## config.mk

```make
export PLATFORM = sky130hd
export DESIGN_NAME = ins_prefetch_queue_flat
export DESIGN_NICKNAME = d
export VERILOG_FILES = /design/src/rtl/ins_prefetch_queue_pkg.sv /design/src/rtl/ins_prefetch_queue_if.sv /design/src/rtl/ins_prefetch_queue_fifo.sv /design/src/rtl/ins_prefetch_queue.sv /design/src/flat_wrapper.sv
export SDC_FILE = /design/constraint.sdc
export NUM_CORES = 1
export LEC_CHECK = 0
export ABC_AREA = 1
export CAP_MARGIN = 15
export CORE_ASPECT_RATIO = 1.75
export CORE_MARGIN = 2
export CORE_UTILIZATION = 50
export CTS_BUF_LIST = sky130_fd_sc_hd__clkbuf_8
export DETAILED_ROUTE_END_ITERATION = 8
export DONT_BUFFER_PORTS = 1
export PLACE_DENSITY = 0.68
export SYNTH_ARGS = -nofsm -noshare
export SYNTH_HDL_FRONTEND = slang
export SYNTH_HIERARCHICAL = 1
export SYNTH_SLANG_ARGS = --single-unit
```

## constraint.sdc

```tcl
create_clock -name clk -period 3.65 [get_ports clk]
set_input_delay 0.73 -clock clk [delete_from_list [all_inputs] [get_ports clk]]
set_output_delay 0.73 -clock clk [all_outputs]
set_load 0.005 [all_outputs]
```

## src/rtl/ins_prefetch_queue_pkg.sv

```systemverilog
// Shared types and defaults for the instruction prefetch queue.
package ins_prefetch_queue_pkg;

    localparam int unsigned PC_W   = 16;
    localparam int unsigned BYTE_W = 8;
    localparam logic [PC_W-1:0] DEFAULT_RESET_PC = 16'h0000;

    typedef enum logic {
        RUN   = 1'b0,
        FLUSH = 1'b1
    } fetch_state_e;

    typedef struct packed {
        logic [PC_W-1:0]   addr;
        logic [BYTE_W-1:0] data;
    } fifo_entry_t;

endpackage

```

## src/rtl/ins_prefetch_queue_if.sv

```systemverilog
// ROM-side and decoder-side signals of the prefetcher, plus FSM state for observation.
interface ins_prefetch_queue_if
    import ins_prefetch_queue_pkg::*;
#(
    parameter int unsigned ADDR_W = PC_W,
    parameter int unsigned DATA_W = BYTE_W
);
    // Decoder handshake: a byte moves on any posedge where ins_valid & ins_ready;
    // ins_valid never depends on ins_ready, and an offered byte stays stable until taken or flushed.
    logic              bus_busy;
    logic              flush;
    logic [ADDR_W-1:0] flush_pc;
    logic [ADDR_W-1:0] rom_addr;
    logic              rom_psen;
    logic [DATA_W-1:0] rom_data;
    logic [DATA_W-1:0] ins_byte;
    logic [ADDR_W-1:0] ins_pc;
    logic              ins_valid;
    logic              ins_ready;
    fetch_state_e      dbg_state;

    modport master (
        input  bus_busy, flush, flush_pc, rom_data, ins_ready,
        output rom_addr, rom_psen, ins_byte, ins_pc, ins_valid, dbg_state
    );

    modport slave (
        output bus_busy, flush, flush_pc, rom_data, ins_ready,
        input  rom_addr, rom_psen, ins_byte, ins_pc, ins_valid, dbg_state
    );

endinterface

```

## src/rtl/ins_prefetch_queue_fifo.sv

```systemverilog
// Register-based sync FIFO of tagged instruction bytes; the head is read straight from storage.
module ins_fifo
    import ins_prefetch_queue_pkg::*;
#(
    parameter int unsigned DEPTH = 4,
    localparam int unsigned PTR_W = $clog2(DEPTH),
    localparam int unsigned CNT_W = PTR_W + 1
) (
    input  logic             clk,
    input  logic             reset,
    input  logic             clear,
    input  logic             push,
    input  logic             pop,
    input  fifo_entry_t      wdata,
    output fifo_entry_t      rdata,
    output logic [CNT_W-1:0] count,
    output logic             full,
    output logic             empty
);

    fifo_entry_t      mem_q [DEPTH];
    logic [PTR_W-1:0] wr_ptr_q;
    logic [PTR_W-1:0] rd_ptr_q;
    logic [CNT_W-1:0] count_q;
    logic             do_push;
    logic             do_pop;

    assign full    = (count_q == CNT_W'(DEPTH));
    assign empty   = (count_q == '0);
    assign count   = count_q;
    assign rdata   = mem_q[rd_ptr_q];
    assign do_push = push & ~full;
    assign do_pop  = pop & ~empty;

    always_ff @(posedge clk or posedge reset) begin
        if (reset) begin
            for (int i = 0; i < int'(DEPTH); i++) begin
                mem_q[i] <= '0;
            end
            wr_ptr_q <= '0;
            rd_ptr_q <= '0;
            count_q  <= '0;
        end else if (clear) begin
            wr_ptr_q <= '0;
            rd_ptr_q <= '0;
            count_q  <= '0;
        end else begin
            if (do_push) begin
                mem_q[wr_ptr_q] <= wdata;
                wr_ptr_q        <= wr_ptr_q + 1'b1;
            end
            if (do_pop) begin
                rd_ptr_q <= rd_ptr_q + 1'b1;
            end
            case ({do_push, do_pop})
                2'b10:   count_q <= count_q + 1'b1;
                2'b01:   count_q <= count_q - 1'b1;
                default: count_q <= count_q;
            endcase
        end
    end

endmodule

```

## src/rtl/ins_prefetch_queue.sv

```systemverilog
// Instruction-byte prefetcher: issues sequential ROM reads ahead of the decoder and redirects on flush.
module ins_prefetch_queue
    import ins_prefetch_queue_pkg::*;
#(
    parameter int unsigned       DEPTH    = 4,
    parameter int unsigned       ADDR_W   = PC_W,
    parameter int unsigned       DATA_W   = BYTE_W,
    parameter logic [ADDR_W-1:0] RESET_PC = DEFAULT_RESET_PC
) (
    input  logic                 clk,
    input  logic                 reset,
    ins_prefetch_queue_if.master bus
);

    localparam int unsigned CNT_W = $clog2(DEPTH) + 1;
    localparam logic [CNT_W:0] DEPTH_C = (CNT_W + 1)'(DEPTH);

    fetch_state_e      state_q, state_d;
    logic [ADDR_W-1:0] fetch_pc_q, fetch_pc_d;
    logic [ADDR_W-1:0] ret_addr_q, ret_addr_d;
    logic              inflight_q, inflight_d;
    logic              discard_q, discard_d;
    logic              issue;
    logic              rom_psen;
    logic [CNT_W:0]    credit_used;
    logic              credit_ok;

    logic              fifo_clear;
    logic              fifo_push;
    logic              fifo_pop;
    fifo_entry_t       fifo_wdata;
    fifo_entry_t       fifo_rdata;
    logic [CNT_W-1:0]  fifo_count;
    logic              fifo_full;
    logic              fifo_empty;

    // Bytes already queued plus the one on the ROM bus must fit, so a return is never dropped for space.
    assign credit_used = {1'b0, fifo_count} + {{CNT_W{1'b0}}, inflight_q};
    assign credit_ok   = (credit_used < DEPTH_C);

    always_comb begin
        state_d    = state_q;
        fetch_pc_d = fetch_pc_q;
        discard_d  = 1'b0;
        fifo_clear = 1'b0;
        issue      = 1'b0;
        case (state_q)
            RUN: begin
                if (bus.flush) begin
                    fifo_clear = 1'b1;
                    fetch_pc_d = bus.flush_pc;
                    discard_d  = inflight_q;
                    state_d    = FLUSH;
                end else begin
                    issue = ~bus.bus_busy & credit_ok;
                    if (issue) begin
                        fetch_pc_d = fetch_pc_q + 1'b1;
                    end
                end
            end
            FLUSH: begin
                if (bus.flush) begin
                    fifo_clear = 1'b1;
                    fetch_pc_d = bus.flush_pc;
                end else begin
                    state_d = RUN;
                end
            end
            default: state_d = RUN;
        endcase
    end

    // No strobe while reset is held, even though the reset state would otherwise issue.
    assign rom_psen   = issue & ~reset;
    assign inflight_d = rom_psen;
    assign ret_addr_d = rom_psen ? fetch_pc_q : ret_addr_q;

    // A byte returning alongside a flush belongs to the abandoned stream.
    assign fifo_push  = inflight_q & ~discard_q & ~bus.flush & ~fifo_full;
    assign fifo_pop   = ~fifo_empty & bus.ins_ready & ~bus.flush;
    assign fifo_wdata = '{addr: ret_addr_q, data: bus.rom_data};

    always_ff @(posedge clk or posedge reset) begin
        if (reset) begin
            state_q    <= RUN;
            fetch_pc_q <= RESET_PC;
            ret_addr_q <= '0;
            inflight_q <= 1'b0;
            discard_q  <= 1'b0;
        end else begin
            state_q    <= state_d;
            fetch_pc_q <= fetch_pc_d;
            ret_addr_q <= ret_addr_d;
            inflight_q <= inflight_d;
            discard_q  <= discard_d;
        end
    end

    ins_fifo #(
        .DEPTH (DEPTH)
    ) u_fifo (
        .clk   (clk),
        .reset (reset),
        .clear (fifo_clear),
        .push  (fifo_push),
        .pop   (fifo_pop),
        .wdata (fifo_wdata),
        .rdata (fifo_rdata),
        .count (fifo_count),
        .full  (fifo_full),
        .empty (fifo_empty)
    );

    assign bus.rom_addr  = fetch_pc_q;
    assign bus.rom_psen  = rom_psen;
    assign bus.ins_byte  = fifo_rdata.data;
    assign bus.ins_pc    = fifo_rdata.addr;
    assign bus.ins_valid = ~fifo_empty;
    assign bus.dbg_state = state_q;

endmodule
```

## src/flat_wrapper.sv

```systemverilog
// flat-port wrapper written by rule: the top's interface ports become plain ports
module ins_prefetch_queue_flat import ins_prefetch_queue_pkg::*;
#(
    parameter int unsigned       DEPTH    = 4,
    parameter int unsigned       ADDR_W   = PC_W,
    parameter int unsigned       DATA_W   = BYTE_W,
    parameter logic [ADDR_W-1:0] RESET_PC = DEFAULT_RESET_PC
)
  (clk, reset, bus_bus_busy, bus_flush, bus_flush_pc, bus_rom_data, bus_ins_ready, bus_rom_addr, bus_rom_psen, bus_ins_byte, bus_ins_pc, bus_ins_valid, bus_dbg_state);
  ins_prefetch_queue_if #(.ADDR_W(ADDR_W), .DATA_W(DATA_W)) bus_i ();
  input  logic clk;
  input  logic reset;
  input wire logic [$bits(bus_i.bus_busy)-1:0] bus_bus_busy;
  input wire logic [$bits(bus_i.flush)-1:0] bus_flush;
  input wire logic [$bits(bus_i.flush_pc)-1:0] bus_flush_pc;
  input wire logic [$bits(bus_i.rom_data)-1:0] bus_rom_data;
  input wire logic [$bits(bus_i.ins_ready)-1:0] bus_ins_ready;
  output wire logic [$bits(bus_i.rom_addr)-1:0] bus_rom_addr;
  output wire logic [$bits(bus_i.rom_psen)-1:0] bus_rom_psen;
  output wire logic [$bits(bus_i.ins_byte)-1:0] bus_ins_byte;
  output wire logic [$bits(bus_i.ins_pc)-1:0] bus_ins_pc;
  output wire logic [$bits(bus_i.ins_valid)-1:0] bus_ins_valid;
  output wire logic [$bits(bus_i.dbg_state)-1:0] bus_dbg_state;
  assign bus_i.bus_busy = bus_bus_busy;
  assign bus_i.flush = bus_flush;
  assign bus_i.flush_pc = bus_flush_pc;
  assign bus_i.rom_data = bus_rom_data;
  assign bus_i.ins_ready = bus_ins_ready;
  assign bus_rom_addr = bus_i.rom_addr;
  assign bus_rom_psen = bus_i.rom_psen;
  assign bus_ins_byte = bus_i.ins_byte;
  assign bus_ins_pc = bus_i.ins_pc;
  assign bus_ins_valid = bus_i.ins_valid;
  assign bus_dbg_state = bus_i.dbg_state;
  ins_prefetch_queue #(.DEPTH(DEPTH), .ADDR_W(ADDR_W), .DATA_W(DATA_W), .RESET_PC(RESET_PC)) u_core (.clk(clk), .reset(reset), .bus(bus_i));
endmodule
```

==> impl_metrics.prom, run 1 <==
# TYPE chip_impl_metric gauge
chip_impl_info{name="run_status",value="finished clean"} 1
chip_impl_metric{name="yosys_warnings",unit=""} 6
chip_impl_metric{name="final_instance_area",unit="um^2"} 7090
chip_impl_metric{name="core.rowCount",unit=""} 55
chip_impl_info{name="capture_instance_of_the_worst_register_to_register_path",value="u_core/u_fifo/count[2]$_DFFE_PP0P_"} 1
chip_impl_metric{name="wirelength",unit="um"} 15000
chip_impl_info{name="criticalPathCategory",value="reg -> out"} 1
chip_impl_metric{name="via_total_after_detailed_routing",unit=""} 5252
chip_impl_metric{name="antenna_found_initial",unit=""} 0
chip_impl_metric{name="totalPowerFinal",unit="mW"} 3.54
chip_impl_metric{name="ys_async_sr_fraction",unit="%"} 100
chip_impl_info{name="setup.worst_path.end_class",value="output port"} 1
chip_impl_metric{name="fin_setup_tns",unit="ps"} 0
chip_impl_info{name="worst_setup_endpoint",value="bus_ins_pc[4]"} 1
chip_impl_metric{name="skew",unit="ps"} 13.9
chip_impl_metric{name="initialDrtViolationCount",unit=""} 337
chip_impl_metric{name="design.core.area",unit="um^2"} 12900
chip_impl_metric{name="numPortBuffers",unit=""} 0
chip_impl_metric{name="worst-slew-pin-transition",unit="ps"} 964
chip_impl_metric{name="power_density",unit="nW/um^2"} 499
chip_impl_metric{name="clock_latency",unit="ps"} 430
chip_impl_metric{name="max-vdd-ir-drop",unit="mV"} 0.299
chip_impl_metric{name="io_pins",unit=""} 72
chip_impl_metric{name="layout_setup_ws",unit="ps"} 816
chip_impl_metric{name="place_ws",unit="ps"} 1030
chip_impl_info{name="postSynth.topFlopCell",value="dfrtp_1"} 1
chip_impl_metric{name="setup_violations",unit=""} 0
chip_impl_info{name="cts-root-buf",value="clkbuf_8"} 1
chip_impl_metric{name="grt.met3_usage",unit="%"} 4.62
chip_impl_metric{name="synth.cell_area",unit="um^2"} 6640
chip_impl_metric{name="clk_pin_slew",unit="ps"} 80
chip_impl_metric{name="cts.hold.buffers_added",unit=""} 0
chip_impl_metric{name="yosysUniqueCellTypes",unit=""} 32
chip_impl_metric{name="setup.reg_to_reg.worst_slack",unit="ps"} 1140
chip_impl_metric{name="die_span_x",unit="um"} 91.1
chip_impl_metric{name="routabilityCongestion",unit=""} 0.918
chip_impl_metric{name="max_freq",unit="MHz"} 353
chip_impl_info{name="cts_tree",value="done"} 1
chip_impl_metric{name="cap_violations",unit=""} 0
chip_impl_metric{name="timing_max_transition_violations_final",unit=""} 0
chip_impl_metric{name="cell_area_after_placement",unit="um^2"} 6640
chip_impl_info{name="unrepaired_setup_endpoints_after_global_routing",value="no"} 1
chip_impl_metric{name="grtUsageMet2",unit="%"} 39.6
chip_impl_metric{name="post_synth_inst_count",unit=""} 787
chip_impl_metric{name="fin_crit_sh",unit="%"} 77.6
chip_impl_metric{name="crit_fanout",unit=""} 30
chip_impl_metric{name="nNetsFinal",unit=""} 807
chip_impl_metric{name="cts.path.max_buffers",unit=""} 2
chip_impl_metric{name="post_drt_via_cell_ratio",unit=""} 5.49
chip_impl_metric{name="synth.yosys.seq_area_share",unit="%"} 52.0
chip_impl_metric{name="clock-sinks",unit=""} 138
chip_impl_metric{name="finalHoldViolations",unit=""} 0
chip_impl_info{name="rr_startpoint",value="u_core/u_fifo/count[1]$_DFFE_PP0P_"} 1
chip_impl_metric{name="ctsResizeCount",unit=""} 0
chip_impl_metric{name="postSynthAreaPerCell",unit="um^2"} 8.44
chip_impl_metric{name="track_usage",unit="%"} 22.0
chip_impl_metric{name="wl_per_cell",unit="um"} 15.7
chip_impl_metric{name="floorplan.die.height",unit="um"} 156
chip_impl_metric{name="drc",unit=""} 0
chip_impl_metric{name="fp.dieArea",unit="um^2"} 14300
chip_impl_metric{name="grt-ovfl-total",unit=""} 0
chip_impl_metric{name="largest_net_degree_at_the_start_of_global_routing",unit=""} 57
chip_impl_metric{name="drive_gt1_share",unit="%"} 10.1
chip_impl_metric{name="detailedPlacementHpwl",unit="um"} 9820
chip_impl_metric{name="number_of_h_tree_levels",unit=""} 4
chip_impl_metric{name="fin_crit",unit="ps"} 2830
chip_impl_info{name="gr-max-usage-layer",value="met2"} 1
chip_impl_info{name="crit_path_start",value="u_core/u_fifo/rd_ptr_q[0]$_DFFE_PP0P_"} 1
chip_impl_metric{name="syn_nets",unit=""} 822
chip_impl_info{name="cp-start-kind",value="flop"} 1
chip_impl_metric{name="initial_core_utilization",unit="%"} 51.3
chip_impl_metric{name="required",unit="ps"} 2920
chip_impl_metric{name="grt_first_pass_wirelength",unit="um"} 25100
chip_impl_metric{name="synth-seq-cells",unit=""} 138
chip_impl_metric{name="flow.area_growth_from_synthesis",unit="%"} 6.69
chip_impl_info{name="hold_path_class",value="in -> async"} 1
chip_impl_metric{name="drtPass1Iterations",unit=""} 6
chip_impl_metric{name="antenna_cells_inserted",unit=""} 0
chip_impl_metric{name="gr-usage-met1",unit="%"} 25.2
chip_impl_metric{name="cts-buffers-inserted",unit=""} 17
chip_impl_metric{name="drt.antenna.violating_nets",unit=""} 0
chip_impl_metric{name="crit_arrival",unit="ps"} 2100
chip_impl_metric{name="synth_enable_flop_cells",unit=""} 0
chip_impl_metric{name="post_cts_buffers",unit=""} 0
chip_impl_metric{name="slew_headroom",unit="%"} 35.6
chip_impl_metric{name="first_global_vias",unit=""} 5276
chip_impl_metric{name="leak",unit="nW"} 3.48
chip_impl_metric{name="worst_reg2reg_path_depth",unit=""} 13
-- Yosys cell counts (2+ instances only) --
| cell type | instances | share of area (%) |
|---|---|---|
| inv_1 | 65 | 3.7 |
| o21ai_1 | 59 | 4.4 |
| o21ai_0 | 86 | 6.5 |
| ha_1 | 5 | 0.94 |
| nand2_1 | 184 | 10 |
| a21oi_2 | 8 | 1.1 |
| inv_2 | 2 | 0.11 |
| xnor2_1 | 2 | 0.26 |
| nand2_4 | 6 | 1.0 |
| nand3_1 | 24 | 1.8 |
| clkbuf_1 | 13 | 0.73 |
| buf_2 | 12 | 0.90 |
| buf_6 | 14 | 2.4 |
| o21ai_2 | 21 | 2.8 |
| dfrtp_1 | 138 | 52 |
| xor2_1 | 4 | 0.53 |
| o211ai_1 | 2 | 0.23 |
| nand4_1 | 5 | 0.47 |
| o22ai_1 | 24 | 2.3 |
| nor2_1 | 96 | 5.4 |
| a21oi_1 | 6 | 0.45 |
-- critical path, stage by stage (launching register included) --
cell and delay (ps):
dfrtp_1 380, inv_1 430, buf_4 420, o21ai_0 160, o22ai_1 290
-- per-stage QoR --
step                      utilization, %  instances  hold WS (ps)
after CTS                           54.8        956           281
final                               54.8        956           271
after global routing                54.8        956           292
after detailed placement            51.3        924           463
after floorplan                        -        787           448
after global placement              51.3        924           459
-- kinds of logic after synthesis --
group           count (synthesis)  synth area share (%)
compound gates                208                  17.9
xor+xnor                        6                 0.791
fa+ha+maj                       6                  1.24
buf+inv                       108                  7.97
flops                         138                  52.0
simple gates                  321                  20.1
-- cell type report --
type,instances,area [um^2]
Timing Repair Buffer,6,57.6
Clock inverter,14,196
Inverter,68,258
Tap cell,171,214
Clock buffer,18,248
Fill cell,1239,5850
Sequential cell,138,3450
Multi-Input combinational cell,541,2660
-- power breakdown --
part	total [mW]	internal, mW	switching, mW
Sequential	1.77	1.66	0.107
Combinational	0.419	0.137	0.281
Clock	1.35	0.766	0.588
-- worst min-delay path by stage --
stage	end	slack [ps]	cells after the start
finish	u_core/u_fifo/count[1]$_DFFE_PP0P_	270	1
detailed placement	u_core/u_fifo/mem_q[27]$_DFFE_PP0P_	460	2
global route	u_core/bus.dbg_state$_DFF_PP0_	290	0
floorplan	u_core/u_fifo/mem_q[41]$_DFFE_PP0P_	450	2
CTS	u_core/u_fifo/count[1]$_DFFE_PP0P_	280	1
global placement	u_core/u_fifo/mem_q[31]$_DFFE_PP0P_	460	2
-- sequential cells by signal (all words and copies together) (netlist names) --
register and flops:
u_core/bus.dbg_state 1, u_core/bus.rom_addr 16, u_core/discard_q 1, u_core/inflight_q 1
u_core/ret_addr_q 16, u_core/u_fifo/count 3, u_core/u_fifo/mem_q 96, u_core/u_fifo/rd_ptr_q 2
u_core/u_fifo/wr_ptr_q 2
-- routing by layer --
layer | up-vias | part of all wire (%)
met4 | 0 | 2.4
met2 | 156 | 52
met1 | 2524 | 41
met3 | 29 | 5.0
li1 | 2543 | -
met5 | - | 0
-- cell usage in the layout, fill, tap and decap left out, types with 18 or more instances in the layout --
master / instances
o21ai_2: 21
nor2_1: 96
inv_1: 65
o21ai_0: 86
nand3_1: 24
dfrtp_1: 138
nand2_1: 184
o22ai_1: 24
clkbuf_8: 18
o21ai_1: 59
Power figures use the tool's default switching activity.
==> run 2: changes to the inputs <==
==> constraint.sdc (replaced) <==
create_clock -name clk -period 2.6 [get_ports clk]
set_input_delay 0.52 -clock clk [delete_from_list [all_inputs] [get_ports clk]]
set_output_delay 0.52 -clock clk [all_outputs]
set_load 0.005 [all_outputs]
==> run 2 against run 1 <==
Effect of this change: critical path depth unchanged; largest power group unchanged; critical endpoint is now bus_ins_pc[1]; largest cell class unchanged; highest routed layer unchanged; die area stayed put; count of clock-buffer cells in the layout is 1 higher; sequential share of layout area is essentially flat; non-clock buffer count grew 7.
==> impl_metrics.prom, run 2 (same netlist as run 1, synthesis figures left out) <==
# TYPE chip_impl_metric gauge
chip_impl_metric{name="post_drt_via_cell_ratio",unit=""} 5.41
chip_impl_metric{name="leak",unit="nW"} 3.47
chip_impl_metric{name="routabilityCongestion",unit=""} 0.908
chip_impl_metric{name="io_pins",unit=""} 72
chip_impl_metric{name="max-vdd-ir-drop",unit="mV"} 0.483
chip_impl_metric{name="max_stage_delay",unit="ps"} 420
chip_impl_metric{name="drtPass1Iterations",unit=""} 7
chip_impl_info{name="final_common_cell",value="nand2_1"} 1
chip_impl_metric{name="final_instance_area",unit="um^2"} 7090
chip_impl_metric{name="critical_path_buf_inv_count",unit=""} 2
chip_impl_metric{name="final_core_utilization",unit="%"} 54.8
chip_impl_metric{name="finalHoldViolations",unit=""} 0
chip_impl_info{name="crit_path_start",value="u_core/u_fifo/rd_ptr_q[1]$_DFFE_PP0P_"} 1
chip_impl_metric{name="cell_area_after_placement",unit="um^2"} 6690
chip_impl_metric{name="area_used_by_multi_input_combinational_logic",unit="um^2"} 2670
chip_impl_metric{name="grt-ovfl-total",unit=""} 0
chip_impl_metric{name="timing_max_transition_violations_final",unit=""} 0
chip_impl_metric{name="layout.filler_cells",unit=""} 1260
chip_impl_metric{name="via_total_after_detailed_routing",unit=""} 5210
chip_impl_metric{name="clock-sinks",unit=""} 138
chip_impl_metric{name="cellInternalPower",unit="mW"} 3.34
chip_impl_metric{name="fin_crit_sh",unit="%"} 90.8
chip_impl_metric{name="skew",unit="ps"} 13.6
chip_impl_metric{name="power_density",unit="nW/um^2"} 662
chip_impl_metric{name="fin_crit",unit="ps"} 2360
chip_impl_metric{name="largest_register_ff_count",unit=""} 96
chip_impl_metric{name="drt.antenna.violating_nets",unit=""} 0
chip_impl_metric{name="drive_gt1_share",unit="%"} 11.0
chip_impl_metric{name="initialDrtViolationCount",unit=""} 342
chip_impl_metric{name="power.clock.fraction",unit="%"} 34.6
chip_impl_metric{name="post_cts_buffers",unit=""} 0
chip_impl_info{name="cp-start-kind",value="flop"} 1
chip_impl_info{name="most-common-layout-cells",value="nand2_1 (184), dfrtp_1 (138), nor2_1 (96)"} 1
chip_impl_metric{name="largest_net_degree_at_the_start_of_global_routing",unit=""} 104
chip_impl_info{name="rr_startpoint",value="u_core/u_fifo/count[0]$_DFFE_PP0P_"} 1
chip_impl_metric{name="crit_arrival",unit="ps"} 1840
chip_impl_metric{name="sequential_cell_area",unit="um^2"} 3450
chip_impl_metric{name="floorplan.die.height",unit="um"} 156
chip_impl_metric{name="drc",unit=""} 0
chip_impl_metric{name="max_freq",unit="MHz"} 424
chip_impl_metric{name="wl_per_cell",unit="um"} 15.4
chip_impl_metric{name="worst_reg2reg_path_depth",unit=""} 14
chip_impl_metric{name="cts-buffers-inserted",unit=""} 17
chip_impl_metric{name="initial_core_utilization",unit="%"} 51.3
chip_impl_metric{name="setup_violations",unit=""} 0
chip_impl_metric{name="pwr-share-seq",unit="%"} 52.8
chip_impl_metric{name="first_global_vias",unit=""} 5277
chip_impl_metric{name="wirelength",unit="um"} 14800
chip_impl_metric{name="grt_first_pass_wirelength",unit="um"} 25000
chip_impl_metric{name="flow.area_growth_from_synthesis",unit="%"} 6.71
chip_impl_metric{name="fin_setup_tns",unit="ps"} 0
chip_impl_info{name="largest_register",value="u_core/u_fifo/mem_q"} 1
chip_impl_metric{name="design.core.area",unit="um^2"} 12900
chip_impl_info{name="unrepaired_setup_endpoints_after_global_routing",value="no"} 1
chip_impl_metric{name="cts.path.max_buffers",unit=""} 2
chip_impl_info{name="cts_tree",value="done"} 1
chip_impl_info{name="setup.worst_path.end_class",value="output port"} 1
chip_impl_metric{name="combPwrFrac",unit="%"} 12.6
chip_impl_metric{name="power_switching",unit="mW"} 1.36
chip_impl_metric{name="totalPowerFinal",unit="mW"} 4.69
chip_impl_info{name="hold_path_class",value="in -> async"} 1
chip_impl_metric{name="fp.dieArea",unit="um^2"} 14300
chip_impl_metric{name="cap_violations",unit=""} 0
chip_impl_metric{name="grtUsageMet2",unit="%"} 38.7
chip_impl_metric{name="grt.met3_usage",unit="%"} 4.62
chip_impl_metric{name="required",unit="ps"} 2080
chip_impl_metric{name="antenna_cells_inserted",unit=""} 0
chip_impl_info{name="path_cells",value="inv_1 > buf_4 > o21ai_0 > o22ai_1"} 1
chip_impl_info{name="timing.critical_path.slowest_stage_cell",value="inv_1"} 1
chip_impl_metric{name="nNetsFinal",unit=""} 814
chip_impl_info{name="criticalPathCategory",value="reg -> out"} 1
chip_impl_metric{name="fin_cells",unit=""} 963
chip_impl_info{name="cts-root-buf",value="clkbuf_8"} 1
chip_impl_metric{name="setup.reg_to_reg.worst_slack",unit="ps"} 320
chip_impl_metric{name="die_span_x",unit="um"} 91.1
chip_impl_metric{name="antenna_found_initial",unit=""} 0
chip_impl_metric{name="detailedPlacementHpwl",unit="um"} 9690
chip_impl_metric{name="worst-path-stages",unit=""} 4
chip_impl_metric{name="number_of_h_tree_levels",unit=""} 4
chip_impl_metric{name="core.rowCount",unit=""} 55
chip_impl_metric{name="track_usage",unit="%"} 21.8
chip_impl_info{name="worst_setup_endpoint",value="bus_ins_pc[1]"} 1
chip_impl_metric{name="slew_headroom",unit="%"} 59.6
chip_impl_metric{name="numPortBuffers",unit=""} 0
chip_impl_info{name="gr-max-usage-layer",value="met2"} 1
chip_impl_info{name="capture_instance_of_the_worst_register_to_register_path",value="u_core/u_fifo/count[2]$_DFFE_PP0P_"} 1
chip_impl_metric{name="gr-usage-met1",unit="%"} 25.8
chip_impl_info{name="run_status",value="finished clean"} 1
chip_impl_metric{name="power.share.switching",unit="%"} 28.9
chip_impl_metric{name="placedCellCount",unit=""} 930
chip_impl_metric{name="clk_pin_slew",unit="ps"} 80
chip_impl_metric{name="crit_fanout",unit=""} 16
chip_impl_info{name="cpLargestDelayFamily",value="buffers and inverters"} 1
chip_impl_metric{name="clock_latency",unit="ps"} 430
chip_impl_metric{name="worst-slew-pin-transition",unit="ps"} 606
-- run 2: final cells by class --
| type | instances | share of cell area [%] |
|---|---|---|
| Inverter | 68 | 3.65 |
| Sequential cell | 138 | 48.7 |
| Multi-Input combinational cell | 541 | 37.6 |
| Clock inverter | 13 | 1.71 |
| Tap cell | 171 | 3.02 |
| Clock buffer | 19 | 3.69 |
| Timing Repair Buffer | 13 | 1.59 |
-- run 2: stage by stage --
| step | hold WS (ps) | setup WS, ps |
|---|---|---|
| final | 86.6 | 239 |
| after global routing | 72.5 | 65.1 |
| after CTS | 84.2 | 158 |
| after detailed placement | 413 | 177 |
| after global placement | 406 | 274 |
| after floorplan | 448 | 386 |
-- run 2: power by group through the flow --
stage / clock network (mW) / logic [mW] / registers, mW
after floorplan: 0 / 0.471 / 2.47
after global placement: 0 / 0.579 / 2.51
after global routing: 1.77 / 0.690 / 2.50
after detailed placement: 0 / 0.598 / 2.51
final: 1.63 / 0.590 / 2.48
after CTS: 1.67 / 0.603 / 2.47
-- run 2: metal layers --
metal | up-vias | share of wire [%]
met5 | - | 0
met4 | 0 | 2.0
met3 | 17 | 4.4
met2 | 147 | 52
met1 | 2489 | 42
li1 | 2557 | -
-- run 2: worst min-delay path by stage --
stage                                         from                                   to  slack [ps]
3_3_place_gp                                 reset           u_core/discard_q$_DFF_PP0_         410
4_1_cts                                  bus_flush       u_core/bus.dbg_state$_DFF_PP0_          80
2_1_floorplan  u_core/u_fifo/mem_q[41]$_DFFE_PP0P_  u_core/u_fifo/mem_q[41]$_DFFE_PP0P_         450
3_5_place_dp                                 reset           u_core/discard_q$_DFF_PP0_         410
5_1_grt                                  bus_flush       u_core/bus.dbg_state$_DFF_PP0_          70
6_report                                     reset   u_core/u_fifo/count[2]$_DFFE_PP0P_          90
-- run 2: what timing repair did --
action | 4_1_cts | 5_1_grt
endpoints found under the setup margin | 0 | 1
hold buffers | 1 | 0
endpoints found under the hold margin | 9 | 0
resized for setup | 0 | 1
